<file path="src/rtl/ddr2_ex_lfsr_sequencer_if.sv">
// Bundle of the sequencer's control, write, read and LFSR-bank signals.
// The master modport is the sequencer itself; slave is the surrounding driver.
// Handshakes: a write beat transfers on a cycle where wr_valid and wr_ready are
// both high; a read beat transfers on any cycle where rd_valid is high while
// the sequencer is reading (there is no read back-pressure).
interface ddr2_ex_lfsr_sequencer_if #(
  parameter int LANES   = 4,
  parameter int BEATS_W = 8
);
  logic                 start;
  logic                 abort;
  logic [BEATS_W-1:0]   num_beats;
  logic [7:0]           seed_in;
  logic                 wr_ready;
  logic                 rd_valid;
  logic [8*LANES-1:0]   rd_data;
  logic [8*LANES-1:0]   lfsr_data;
  logic                 lfsr_enable;
  logic                 lfsr_pause;
  logic                 lfsr_load;
  logic [8*LANES-1:0]   lfsr_ldata;
  logic                 wr_valid;
  logic                 busy;
  logic                 done;
  logic                 fail;
  logic [LANES-1:0]     fail_lane;
  logic [2:0]           dbg_state;

  modport master (
    input  start, abort, num_beats, seed_in, wr_ready, rd_valid, rd_data,
           lfsr_data,
    output lfsr_enable, lfsr_pause, lfsr_load, lfsr_ldata, wr_valid, busy,
           done, fail, fail_lane, dbg_state
  );

  modport slave (
    output start, abort, num_beats, seed_in, wr_ready, rd_valid, rd_data,
           lfsr_data,
    input  lfsr_enable, lfsr_pause, lfsr_load, lfsr_ldata, wr_valid, busy,
           done, fail, fail_lane, dbg_state
  );
endinterface

</file>
<file path="src/rtl/ddr2_ex_lfsr_sequencer.sv">
// Write-then-read LFSR test sequencer for the DDR2 example driver.
// Seeds a bank of 8-bit LFSRs, steps them per accepted write beat, re-seeds,
// then steps them per returned read beat and records per-lane mismatches.
module ddr2_ex_lfsr_sequencer #(
  parameter int LANES   = 4,
  parameter int BEATS_W = 8
) (
  input  logic                      clk,
  input  logic                      reset_n,
  ddr2_ex_lfsr_sequencer_if.master  bus
);

  typedef enum logic [2:0] {
    IDLE    = 3'd0,
    LOAD_WR = 3'd1,
    WRITE   = 3'd2,
    LOAD_RD = 3'd3,
    READ    = 3'd4,
    DONE    = 3'd5
  } state_t;

  state_t              state;
  state_t              state_next;
  logic [BEATS_W-1:0]  cnt;
  logic [BEATS_W-1:0]  nb_q;
  logic [7:0]          seed_q;
  logic [LANES-1:0]    fail_lane_q;
  logic                done_q;
  logic                last_beat;
  logic [LANES-1:0]    mismatch;

  // Counter compare is exact; nb_q is never zero outside IDLE/DONE.
  assign last_beat = (cnt == (nb_q - BEATS_W'(1)));

  // Per-lane compare of returned read data against the regenerated pattern.
  always_comb begin
    mismatch = '0;
    for (int i = 0; i < LANES; i++) begin
      mismatch[i] = (bus.rd_data[8*i +: 8] != bus.lfsr_data[8*i +: 8]);
    end
  end

  // Lane seeds derive from the latched base seed, wrapping mod 256.
  always_comb begin
    bus.lfsr_ldata = '0;
    for (int i = 0; i < LANES; i++) begin
      bus.lfsr_ldata[8*i +: 8] = seed_q + 8'(i);
    end
  end

  // State register.
  always_ff @(posedge clk or negedge reset_n) begin
    if (!reset_n) state <= IDLE;
    else          state <= state_next;
  end

  // Next-state logic; abort overrides every transition.
  always_comb begin
    state_next = state;
    case (state)
      IDLE: begin
        if (bus.start) begin
          state_next = (bus.num_beats == '0) ? DONE : LOAD_WR;
        end
      end
      LOAD_WR: state_next = WRITE;
      WRITE: begin
        if (bus.wr_ready && last_beat) state_next = LOAD_RD;
      end
      LOAD_RD: state_next = READ;
      READ: begin
        if (bus.rd_valid && last_beat) state_next = DONE;
      end
      DONE:    state_next = IDLE;
      default: state_next = IDLE;
    endcase
    if (bus.abort) state_next = IDLE;
  end

  // State-decoded outputs; pause is the only input-dependent output.
  always_comb begin
    bus.lfsr_enable = 1'b0;
    bus.lfsr_load   = 1'b0;
    bus.lfsr_pause  = 1'b1;
    bus.wr_valid    = 1'b0;
    bus.busy        = (state != IDLE);
    case (state)
      LOAD_WR, LOAD_RD: begin
        bus.lfsr_enable = 1'b1;
        bus.lfsr_load   = 1'b1;
      end
      WRITE: begin
        bus.lfsr_enable = 1'b1;
        bus.wr_valid    = 1'b1;
        bus.lfsr_pause  = !bus.wr_ready;
      end
      READ: begin
        bus.lfsr_enable = 1'b1;
        bus.lfsr_pause  = !bus.rd_valid;
      end
      default: begin
        bus.lfsr_enable = 1'b0;
      end
    endcase
  end

  // Datapath: latch test parameters, count beats, accumulate lane failures.
  always_ff @(posedge clk or negedge reset_n) begin
    if (!reset_n) begin
      cnt         <= '0;
      nb_q        <= '0;
      seed_q      <= '0;
      fail_lane_q <= '0;
    end else if (!bus.abort) begin
      case (state)
        IDLE: begin
          if (bus.start) begin
            nb_q        <= bus.num_beats;
            seed_q      <= bus.seed_in;
            fail_lane_q <= '0;
            cnt         <= '0;
          end
        end
        WRITE: begin
          if (bus.wr_ready) cnt <= last_beat ? '0 : cnt + BEATS_W'(1);
        end
        READ: begin
          if (bus.rd_valid) begin
            fail_lane_q <= fail_lane_q | mismatch;
            cnt         <= last_beat ? '0 : cnt + BEATS_W'(1);
          end
        end
        default: begin
          cnt <= cnt;
        end
      endcase
    end
  end

  // Completion pulse is registered off the DONE state; an abort suppresses it.
  always_ff @(posedge clk or negedge reset_n) begin
    if (!reset_n) done_q <= 1'b0;
    else          done_q <= (state == DONE) && !bus.abort;
  end

  assign bus.done      = done_q;
  assign bus.fail_lane = fail_lane_q;
  assign bus.fail      = |fail_lane_q;
  assign bus.dbg_state = state;

endmodule

</file>
<file path="src/flat_wrapper.sv">
// flat-port wrapper written by rule: the top's interface ports become plain ports
module ddr2_ex_lfsr_sequencer_flat 
#(
  parameter int LANES   = 4,
  parameter int BEATS_W = 8
)
  (clk, reset_n, bus_start, bus_abort, bus_num_beats, bus_seed_in, bus_wr_ready, bus_rd_valid, bus_rd_data, bus_lfsr_data, bus_lfsr_enable, bus_lfsr_pause, bus_lfsr_load, bus_lfsr_ldata, bus_wr_valid, bus_busy, bus_done, bus_fail, bus_fail_lane, bus_dbg_state);
  ddr2_ex_lfsr_sequencer_if #(.LANES(LANES), .BEATS_W(BEATS_W)) bus_i ();
  input  logic clk;
  input  logic reset_n;
  input wire logic [$bits(bus_i.start)-1:0] bus_start;
  input wire logic [$bits(bus_i.abort)-1:0] bus_abort;
  input wire logic [$bits(bus_i.num_beats)-1:0] bus_num_beats;
  input wire logic [$bits(bus_i.seed_in)-1:0] bus_seed_in;
  input wire logic [$bits(bus_i.wr_ready)-1:0] bus_wr_ready;
  input wire logic [$bits(bus_i.rd_valid)-1:0] bus_rd_valid;
  input wire logic [$bits(bus_i.rd_data)-1:0] bus_rd_data;
  input wire logic [$bits(bus_i.lfsr_data)-1:0] bus_lfsr_data;
  output wire logic [$bits(bus_i.lfsr_enable)-1:0] bus_lfsr_enable;
  output wire logic [$bits(bus_i.lfsr_pause)-1:0] bus_lfsr_pause;
  output wire logic [$bits(bus_i.lfsr_load)-1:0] bus_lfsr_load;
  output wire logic [$bits(bus_i.lfsr_ldata)-1:0] bus_lfsr_ldata;
  output wire logic [$bits(bus_i.wr_valid)-1:0] bus_wr_valid;
  output wire logic [$bits(bus_i.busy)-1:0] bus_busy;
  output wire logic [$bits(bus_i.done)-1:0] bus_done;
  output wire logic [$bits(bus_i.fail)-1:0] bus_fail;
  output wire logic [$bits(bus_i.fail_lane)-1:0] bus_fail_lane;
  output wire logic [$bits(bus_i.dbg_state)-1:0] bus_dbg_state;
  assign bus_i.start = bus_start;
  assign bus_i.abort = bus_abort;
  assign bus_i.num_beats = bus_num_beats;
  assign bus_i.seed_in = bus_seed_in;
  assign bus_i.wr_ready = bus_wr_ready;
  assign bus_i.rd_valid = bus_rd_valid;
  assign bus_i.rd_data = bus_rd_data;
  assign bus_i.lfsr_data = bus_lfsr_data;
  assign bus_lfsr_enable = bus_i.lfsr_enable;
  assign bus_lfsr_pause = bus_i.lfsr_pause;
  assign bus_lfsr_load = bus_i.lfsr_load;
  assign bus_lfsr_ldata = bus_i.lfsr_ldata;
  assign bus_wr_valid = bus_i.wr_valid;
  assign bus_busy = bus_i.busy;
  assign bus_done = bus_i.done;
  assign bus_fail = bus_i.fail;
  assign bus_fail_lane = bus_i.fail_lane;
  assign bus_dbg_state = bus_i.dbg_state;
  ddr2_ex_lfsr_sequencer #(.LANES(LANES), .BEATS_W(BEATS_W)) u_core (.clk(clk), .reset_n(reset_n), .bus(bus_i));
endmodule
</file>
<file path="config.mk">
export PLATFORM = sky130hd
export DESIGN_NAME = ddr2_ex_lfsr_sequencer_flat
export DESIGN_NICKNAME = d
export VERILOG_FILES = /design/src/rtl/ddr2_ex_lfsr_sequencer_if.sv /design/src/rtl/ddr2_ex_lfsr_sequencer.sv /design/src/flat_wrapper.sv
export SDC_FILE = /design/constraint.sdc
export NUM_CORES = 1
export LEC_CHECK = 0
export CAP_MARGIN = 20
export CORE_MARGIN = 4
export CORE_UTILIZATION = 31
export DETAILED_ROUTE_END_ITERATION = 8
export GPL_TIMING_DRIVEN = 0
export HOLD_SLACK_MARGIN = 0.06
export PLACE_DENSITY_LB_ADDON = 0.2
export REMOVE_ABC_BUFFERS = 1
export SLEW_MARGIN = 0
export SYNTH_ARGS = -nofsm -noshare
export SYNTH_HDL_FRONTEND = slang
export SYNTH_SLANG_ARGS = --single-unit
</file>
<file path="constraint.sdc">
create_clock -name clk -period 1.9 [get_ports clk]
set_clock_uncertainty 0.05 [all_clocks]
set_input_delay 0.19 -clock clk [delete_from_list [all_inputs] [get_ports clk]]
set_output_delay 0.19 -clock clk [all_outputs]
set_load 0.005 [all_outputs]
</file>
### After elaboration in Yosys (flattened, before gate mapping)

Index checks and enable logic that the tools add are counted.

| word-level totals | value |
|---|---|
| output and inout port bits | 46 |
| register bits after elaboration | 32 |
| bits of input ports | 86 |

| cells by class | value |
|---|---|
| eq/ne operators | 16 |
| add/sub/neg operators | 5 |
| reductions and logical operators | 18 |
| muxes and demuxes | 18 |
| bitwise logic cells | 2 |

Operators by type and width:

| kind | number |
|---|---|
| 8-bit two-way mux | 4 |
| 8-bit != test | 4 |
| 8-bit case mux with 3 select lines | 1 |
| 8-bit by 1-bit adder with 8-bit output, second input constant | 2 |
| 8-bit by 2-bit adder with 8-bit output, second input constant | 2 |
| 3-bit two-way mux | 5 |
| 3-bit case mux with 5 select lines | 1 |
| 8-bit equality test | 1 |
| 8-bit logical NOT | 1 |
| 4-bit two-way mux | 2 |
| 4-bit case mux with 2 select lines | 1 |
| 4-bit OR reduction | 2 |
| 8-bit by 1-bit subtractor with 8-bit output, second input constant | 1 |
| 3-bit by 2-bit equality test with 1-bit output, second input constant | 2 |
| 3-bit equality test, second input constant | 2 |
| 2-bit != test, second input constant | 3 |
| 3-bit by 2-bit != test with 1-bit output, second input constant | 2 |
| 3-bit AND reduction | 2 |
| 3-bit nonzero test | 2 |
| 5-bit AND reduction | 1 |
| 4-bit OR | 1 |
| 4-bit AND reduction | 1 |
| 3-bit by 1-bit equality test with 1-bit output, second input constant | 1 |
| 1-bit logical AND | 3 |
| other kinds (8) | 12 |

### Depth between registers and ports, before layout

Gate-level depths: netlist (run 1).

| logic depth | value |
|---|---|
| depth after elaboration | 6 |
| depth in mapped cells | 8 |

### Worst setup path before layout (run 1)

Ideal clock, no wire load.

| timing | value |
|---|---|
| kind | flip-flop to flip-flop |
| start point | register u_core.nb_q[0] |
| end point | register u_core.cnt[2] |
| arrival | 1.732 ns |
| period minus slack after synthesis | 1.910 ns |
| stages on the path, launching flop included | 8 |
| path slack | -0.010 ns |
| library setup time | 0.128 ns |
| cell sequence | dfrtp_1 inv_1 ha_1 xnor2_1 a2111oi_4 nand4_4 a31oi_1 o22ai_1 |

| between the ends | value |
|---|---|
| cells in the longest elaborated chain, start to end | 5 |

Ends and longest elaborated chain:

| item | RTL line | RTL |
|---|---|---|
| start, declared | ddr2_ex_lfsr_sequencer.sv:25 | `logic [BEATS_W-1:0] nb_q;` |
| start signal, assigned | ddr2_ex_lfsr_sequencer.sv:118 | `nb_q <= bus.num_beats;` |
| 8-bit by 1-bit subtractor with 8-bit output (*) | ddr2_ex_lfsr_sequencer.sv:33 | `assign last_beat = (cnt == (nb_q - BEATS_W'(1)));` |
| 8-bit equality test (*) | ddr2_ex_lfsr_sequencer.sv:33 |  |
| 8-bit two-way mux (*) | ddr2_ex_lfsr_sequencer.sv:125, ddr2_ex_lfsr_sequencer.sv:130 |  |
| 8-bit two-way mux (on tied branches) | ddr2_ex_lfsr_sequencer.sv:128, ddr2_ex_lfsr_sequencer.sv:125 |  |
| 8-bit case mux with 3 select lines (*) | ddr2_ex_lfsr_sequencer.sv:115 | `case (state)` |
| end signal, assigned | ddr2_ex_lfsr_sequencer.sv:125 | `if (bus.wr_ready) cnt <= last_beat ? '0 : cnt + BEATS_W'(1);` |
| end signal, assigned | ddr2_ex_lfsr_sequencer.sv:130 | `cnt <= last_beat ? '0 : cnt + BEATS_W'(1);` |
| end signal, assigned | ddr2_ex_lfsr_sequencer.sv:134 | `cnt <= cnt;` |
| end, declared | ddr2_ex_lfsr_sequencer.sv:24 | `logic [BEATS_W-1:0] cnt;` |

Mark *: on every way between the ends. The rest lies on a longest branch, timed or not. The select of a mux whose other input is x is not followed.
A chain may end at the register's enable or synchronous reset.

### Final worst setup path (run 1)

| timing | value |
|---|---|
| start point | register u_core.nb_q[1] |
| end point | register u_core.cnt[3] |

Same word-level chain as after synthesis.

==> flow_metrics.env, run 1 <==
export IMPL_grt_max_degree=33
export IMPL_p_leak_nw=1.669
export IMPL_cts_tree="done"
export IMPL_grt_usage_pct=15.11
export IMPL_max_slew_worst_pin_slew_ps=725.8
export IMPL_setup_viol=0
export IMPL_place_congestion=0.8287
export IMPL_r2r_start="u_core.nb_q[1]"
export IMPL_rsz0062_at_grt="yes"
export IMPL_avgViaCountPerCell=4.626
export IMPL_synth_xor_xnor_area_share_pct=22.99
export IMPL_synth_avg_cell_area_um2=9.639
export IMPL_max_vdd_ir_drop_mv=0.5205
export IMPL_grt_overflow_total=0
export IMPL_multi_input_area_um2=1642
export IMPL_status="finished, final reports clean"
export IMPL_relSlewSlack_pct=51.62
export IMPL_firstDrtPassIters=4
export IMPL_synth_area_mux_share_pct=7.799
export IMPL_required_ps=2010
export IMPL_fin_util_pct=53.55
export IMPL_fin_setup_tns_ps=0
export IMPL_ios=132
export IMPL_synthFlopType="dfrtp_1"
export IMPL_start_util_pct=31.72
export IMPL_ys_warn_count=0
export IMPL_power_density_nw_per_um2=1019
export IMPL_hp_class="primary input to async pin"
export IMPL_synth_top_family_by_area="XOR/XNOR gates"
export IMPL_synth_edf_count=0
export IMPL_grt_pass1_wl_um=11750
export IMPL_insertion_delay_ps=280
export IMPL_mostFrequentLayoutCells="110 x clkdlybuf4s50_1, 42 x xor2_1, 20 x xnor2_1"
export IMPL_cp_end_kind="flip-flop"
export IMPL_worstSetupStartpointType="flip-flop"
export IMPL_portBuffers=131
export IMPL_synth_distinct_cells=48
export IMPL_synth_seq_area_share_pct=32.84
export IMPL_final_instance_count_excl_fill=497
export IMPL_final_common_cell="clkdlybuf4s50_1"
export IMPL_nets=486
export IMPL_synthSimpleGateAreaFrac_pct=20.01
export IMPL_wl_um=7154
export IMPL_max_freq_mhz=535.7
export IMPL_drv_slew=0
export IMPL_finalPower_w=0.004196
export IMPL_async_flop_share_pct=100.0
export IMPL_synth_fa_ha_area_share_pct=3.079
export IMPL_drtIter0Drc=49
export IMPL_synth_cells=253
export IMPL_grt_pass1_vias=2256
export IMPL_num_vias=2299
export IMPL_antenna_cells=0
export IMPL_hold_viol=0
export IMPL_wire_per_inst_um=14.39
export IMPL_synth_compound_area_share_pct=8.928
export IMPL_fillCellCount=685
export IMPL_cts_sinks=32
export IMPL_drv_cap=0
export IMPL_clk_pin_slew_worst_paths_ps=70
export IMPL_die_area_um2=9349
export IMPL_drc=0
export IMPL_dieWidth_um=96.69
export IMPL_critical_path_class="flip-flop to flip-flop"
export IMPL_cts_htree_levels=2
export IMPL_layout_min_cycle_time_ps=1867
export IMPL_root_buffer="clkbuf_8"
export IMPL_cp_max_fo=7
export IMPL_drtAntennaViolNets=0
export IMPL_dieHeight_um=96.69
export IMPL_cts_buffer_depth=2
export IMPL_place_hpwl_um=5633
export IMPL_min_period_over_period_pct=98.25
export IMPL_crit_arrival_ps=1980
export IMPL_drive_gt1_share_pct=20.25
export IMPL_ys_ff_latch=32
export IMPL_dp_cells=475
export IMPL_final_seq_area_um2=817.0
export IMPL_core_area_um2=7687
export IMPL_num_rows=32
export IMPL_antenna_found_initial=0
export IMPL_crit_path_start="u_core.nb_q[1]"
export IMPL_syn2layout_area_growth_pct=68.80
export IMPL_cts_made_buffers=5
export IMPL_netlist_area_um2=2439
==> cell type report <==
| type | instances | share of cell area [%] |
|---|---|---|
| Timing Repair Buffer | 145 | 34.01 |
| Inverter | 10 | 0.9119 |
| Sequential cell | 32 | 19.85 |
| Clock buffer | 6 | 2.006 |
| Multi-Input combinational cell | 200 | 39.88 |
| Clock inverter | 2 | 0.2432 |
| Tap cell | 102 | 3.100 |
==> Yosys cell counts, types with 4 or more instances <==
cell	count	share of area [%]
nor2_1	14	2.2
inv_1	10	1.5
a31oi_1	6	1.5
nor4_1	9	2.3
nor3_1	5	1.0
dfrtp_1	32	33
nand4_1	4	1.0
clkbuf_1	4	0.62
nand2_1	18	2.8
ha_1	6	3.1
mux2_2	16	7.4
a21oi_1	6	1.2
xor2_1	42	15
o21a_1	4	1.2
xnor2_1	22	7.9
nand3_1	8	1.6
==> flip-flops by register name (all words and copies together), names as in the netlist <==
register              flops
u_core.bus.fail_lane      4
u_core.seed_q             8
u_core.bus.dbg_state      3
u_core.bus.done           1
u_core.cnt                8
u_core.nb_q               8
==> logic make-up (layout without fill, tap and decap cells) <==
logic type | count (synthesis) | after routing
and+or+nand+nor | 83 | 83
buffers and inverters | 21 | 163
adders and majority gates | 6 | 6
AOI/OAI and AO/OA | 30 | 30
DFF | 32 | 32
xor gates and xnor gates | 64 | 64
muxes | 17 | 17
==> report_power, final <==
group | leakage, nW | total (W) | internal, W | switching, W
clock | 0.0510 | 0.000537 | 0.000289 | 0.000249
combinational | 1.23 | 0.00245 | 0.00148 | 0.000965
sequential | 0.386 | 0.00121 | 0.000883 | 0.000327
total | 1.67 | 0.00420 | 0.00266 | 0.00154
==> path summary, 6_finish.rpt <==
path                                           endpoint  slack (ps)  cells past startpoint
worst min-delay path                      u_core.cnt[2]         450                      2
worst max register to register            u_core.cnt[3]          30                      8
worst max-delay path                      u_core.cnt[3]          30                      8
worst min register to register  u_core.bus.fail_lane[0]         470                      1
min in group clk                       u_core.seed_q[1]         470                      2
max in group asynchronous       u_core.bus.dbg_state[0]         840                      2
==> critical path, cell delays in order (launching register included) <==
cell	delay, ps
dfrtp_2	440
inv_1	100
ha_4	170
and3b_1	160
o21ai_0	90
a31oi_2	220
nand4_4	200
a31oi_1	220
o22ai_1	90
==> per-layer routing <==
metal  track usage (%)  routed length, um  vias up
met5                 0                  0        -
met4             2.592                 39        0
met3             4.614                464        5
met2             25.42               3457       78
met1             19.38               3192     1057
li1                  -                  -     1159
==> through the flow <==
stage / worst slack, ps / hold slack (ps) / cell area, um^2
CTS: -57.62 / 461.7 / 4011
finish: 33.23 / 453.5 / 4116
detailed placement: -374.3 / 243.1 / 3804
floorplan: -10.33 / -155.6 / 2370
global placement: -352.1 / 443.7 / 3809
global route: -96.35 / 454.9 / 4116
==> repair_timing <==
action                     4_1_cts  5_1_grt
setup buffers                    8        5
hold endpoints to repair        32        0
setup endpoints to repair       52       22
hold buffers                     1        0
resized for setup               41       23
pin swaps                        7       13
No activity file was read; power rests on OpenSTA's default activity.
==> run 2: changes to the inputs <==
SLEW_MARGIN = unset   (was 0)
==> results of run 2 <==
The final DEF is identical to that of run 1; final timing and power are the same.
==> run 3: changes to the inputs <==
CORE_MARGIN = unset   (was 4)
DONT_BUFFER_PORTS = 1   (was unset)
PLACE_DENSITY_LB_ADDON = unset   (was 0.2)
==> run 3 against run 2 <==
Compared with the run above:
- critical path type unchanged
- core utilization shrank 14 points
- sequential share of layout area grew 8.0 points
- flip-flop and latch count stayed put
- combinational power decreased by 42%
- setup slack lost 9.4 ps
==> flow_metrics.env, run 3 (synthesized netlist as in run 1, its figures left out) <==
export IMPL_root_buffer="clkbuf_8"
export IMPL_cts_tree="done"
export IMPL_fin_setup_tns_ps=0
export IMPL_grt_pass1_vias=1909
export IMPL_place_hpwl_um=4262
export IMPL_drtIter0Drc=102
export IMPL_antenna_found_initial=0
export IMPL_crit_arrival_ps=1990
export IMPL_nets=365
export IMPL_min_period_over_period_pct=98.75
export IMPL_hp_class="primary input to flip-flop"
export IMPL_critical_path_class="flip-flop to flip-flop"
export IMPL_layout_min_cycle_time_ps=1876
export IMPL_required_ps=2010
export IMPL_rsz0062_at_grt="yes"
export IMPL_max_slew_worst_pin_slew_ps=473.7
export IMPL_drc=0
export IMPL_finalHoldWorstSlack_ps=165.9
export IMPL_syn2layout_area_growth_pct=19.50
export IMPL_place_congestion=0.8326
export IMPL_wl_um=5956
export IMPL_hold_start="bus_num_beats[6]"
export IMPL_max_vdd_ir_drop_mv=0.5470
export IMPL_start_util_pct=32.92
export IMPL_dieWidth_um=90.69
export IMPL_cts_sinks=32
export IMPL_cp_max_fo=7
export IMPL_r2r_slack_ps=20
export IMPL_core_area_um2=7408
export IMPL_reg2reg_to="u_core.cnt[3]"
export IMPL_insertion_delay_ps=290
export IMPL_cts_htree_levels=2
export IMPL_dp_cells=341
export IMPL_grt_usage_pct=14.00
export IMPL_finalPower_w=0.003237
export IMPL_dieHeight_um=90.69
export IMPL_portBuffers=0
export IMPL_num_vias=1939
export IMPL_num_rows=31
export IMPL_reg2reg_depth=6
export IMPL_whs_path_depth=3
export IMPL_postLayoutCellArea_um2=2914
export IMPL_avgViaCountPerCell=5.198
export IMPL_cp_end_kind="flip-flop"
export IMPL_p_leak_nw=1.126
export IMPL_mostFrequentLayoutCells="42 x xor2_1, 24 x dfrtp_1, 19 x xnor2_1"
export IMPL_drv_slew=0
export IMPL_reg_top3="u_core.cnt x8, u_core.nb_q x8, u_core.seed_q x8"
export IMPL_drive_gt1_share_pct=23.36
export IMPL_r2r_start="u_core.nb_q[3]"
export IMPL_power_density_nw_per_um2=1111
export IMPL_grt_max_degree=33
export IMPL_grt_overflow_total=0
export IMPL_cts_buffer_depth=2
export IMPL_max_freq_mhz=533.0
export IMPL_wire_per_inst_um=15.97
export IMPL_cts_made_buffers=5
export IMPL_firstDrtPassIters=4
export IMPL_setup_viol=0
export IMPL_drv_cap=0
export IMPL_hold_end="u_core.bus.dbg_state[2]"
export IMPL_grt_pass1_wl_um=9135
export IMPL_drtAntennaViolNets=0
export IMPL_final_instance_count_excl_fill=373
export IMPL_antenna_cells=0
export IMPL_postPlaceCellArea_um2=2494
export IMPL_clk_pin_slew_worst_paths_ps=70
export IMPL_hold_viol=0
export IMPL_final_common_cell="xor2_1"
export IMPL_relSlewSlack_pct=68.13
export IMPL_die_area_um2=8225
export IMPL_ios=132
export IMPL_worstSetupStartpointType="flip-flop"
export IMPL_status="finished, final reports clean"
[run 3: cell types whose count changed in the layout (fill, tap and decap cells not counted), moves of 5 or more]
cell and delta:
buf_4 -9, dlygate4sd3_1 +17, dfrtp_1 +5, clkdlybuf4s50_1 -110, dlymetal6s2s_1 -6, dfrtp_2 -5, dlygate4sd2_1 -11
[run 3: power breakdown]
group	internal (W)	switching [W]	leakage (nW)
Combinational	0.000721	0.000703	0.687
Clock	0.000255	0.000282	0.0479
Sequential	0.000875	0.000401	0.392
Total	0.00185	0.00139	1.13
[run 3: what timing repair did]
action,CTS,global route
pin swaps,5,7
setup buffers,3,2
hold buffers,19,0
endpoints found under the setup margin,34,15
resized for setup,15,13
hold endpoints to repair,51,0
[run 3: how the worst max path moves through the flow]
| stage | start | end | slack, ps |
|---|---|---|---|
| 2_1_floorplan | u_core.nb_q[0] | u_core.cnt[2] | -10 |
| 3_3_place_gp | u_core.bus.dbg_state[0] | u_core.nb_q[1] | -440 |
| 3_5_place_dp | u_core.bus.dbg_state[0] | u_core.seed_q[4] | -470 |
| 4_1_cts | u_core.nb_q[2] | u_core.cnt[4] | 2 |
| 5_1_grt | u_core.nb_q[1] | u_core.cnt[1] | -100 |
| 6_report | u_core.nb_q[3] | u_core.cnt[3] | 20 |
[run 3: layout make-up]
cell class	instances	area, um^2
Clock buffer	5	68.82
Clock inverter	3	18.77
Fill cell	729	4494
Inverter	10	40.04
Multi-Input combinational cell	200	1617
Sequential cell	32	810.8
Tap cell	99	123.9
Timing Repair Buffer	24	235.2
[run 3: critical path, cell delays in order (launching register included)]
cell,delay [ps]
dfrtp_2,470
xnor2_2,170
xnor2_2,150
a2111oi_4,380
nand4_4,210
a31oi_1,200
o22ai_1,100
[run 3: per-layer routing]
metal  vias to the layer above  wire, um  part of all wire (%)  GRT usage (%)
li1                        917         -                     -              -
met1                       930      2382                    40          16.12
met2                        83      3008                    51          24.62
met3                         9       425                   7.1          3.283
met4                         0       139                   2.3          5.914
met5                         -         0                     0              0
[run 3: through the flow]
step	utilization, %	setup slack, ps
after floorplan	-	-10.33
after global placement	33.66	-441.0
after detailed placement	33.66	-470.4
after CTS	38.49	1.918
after global routing	39.33	-101.2
final	39.33	23.82
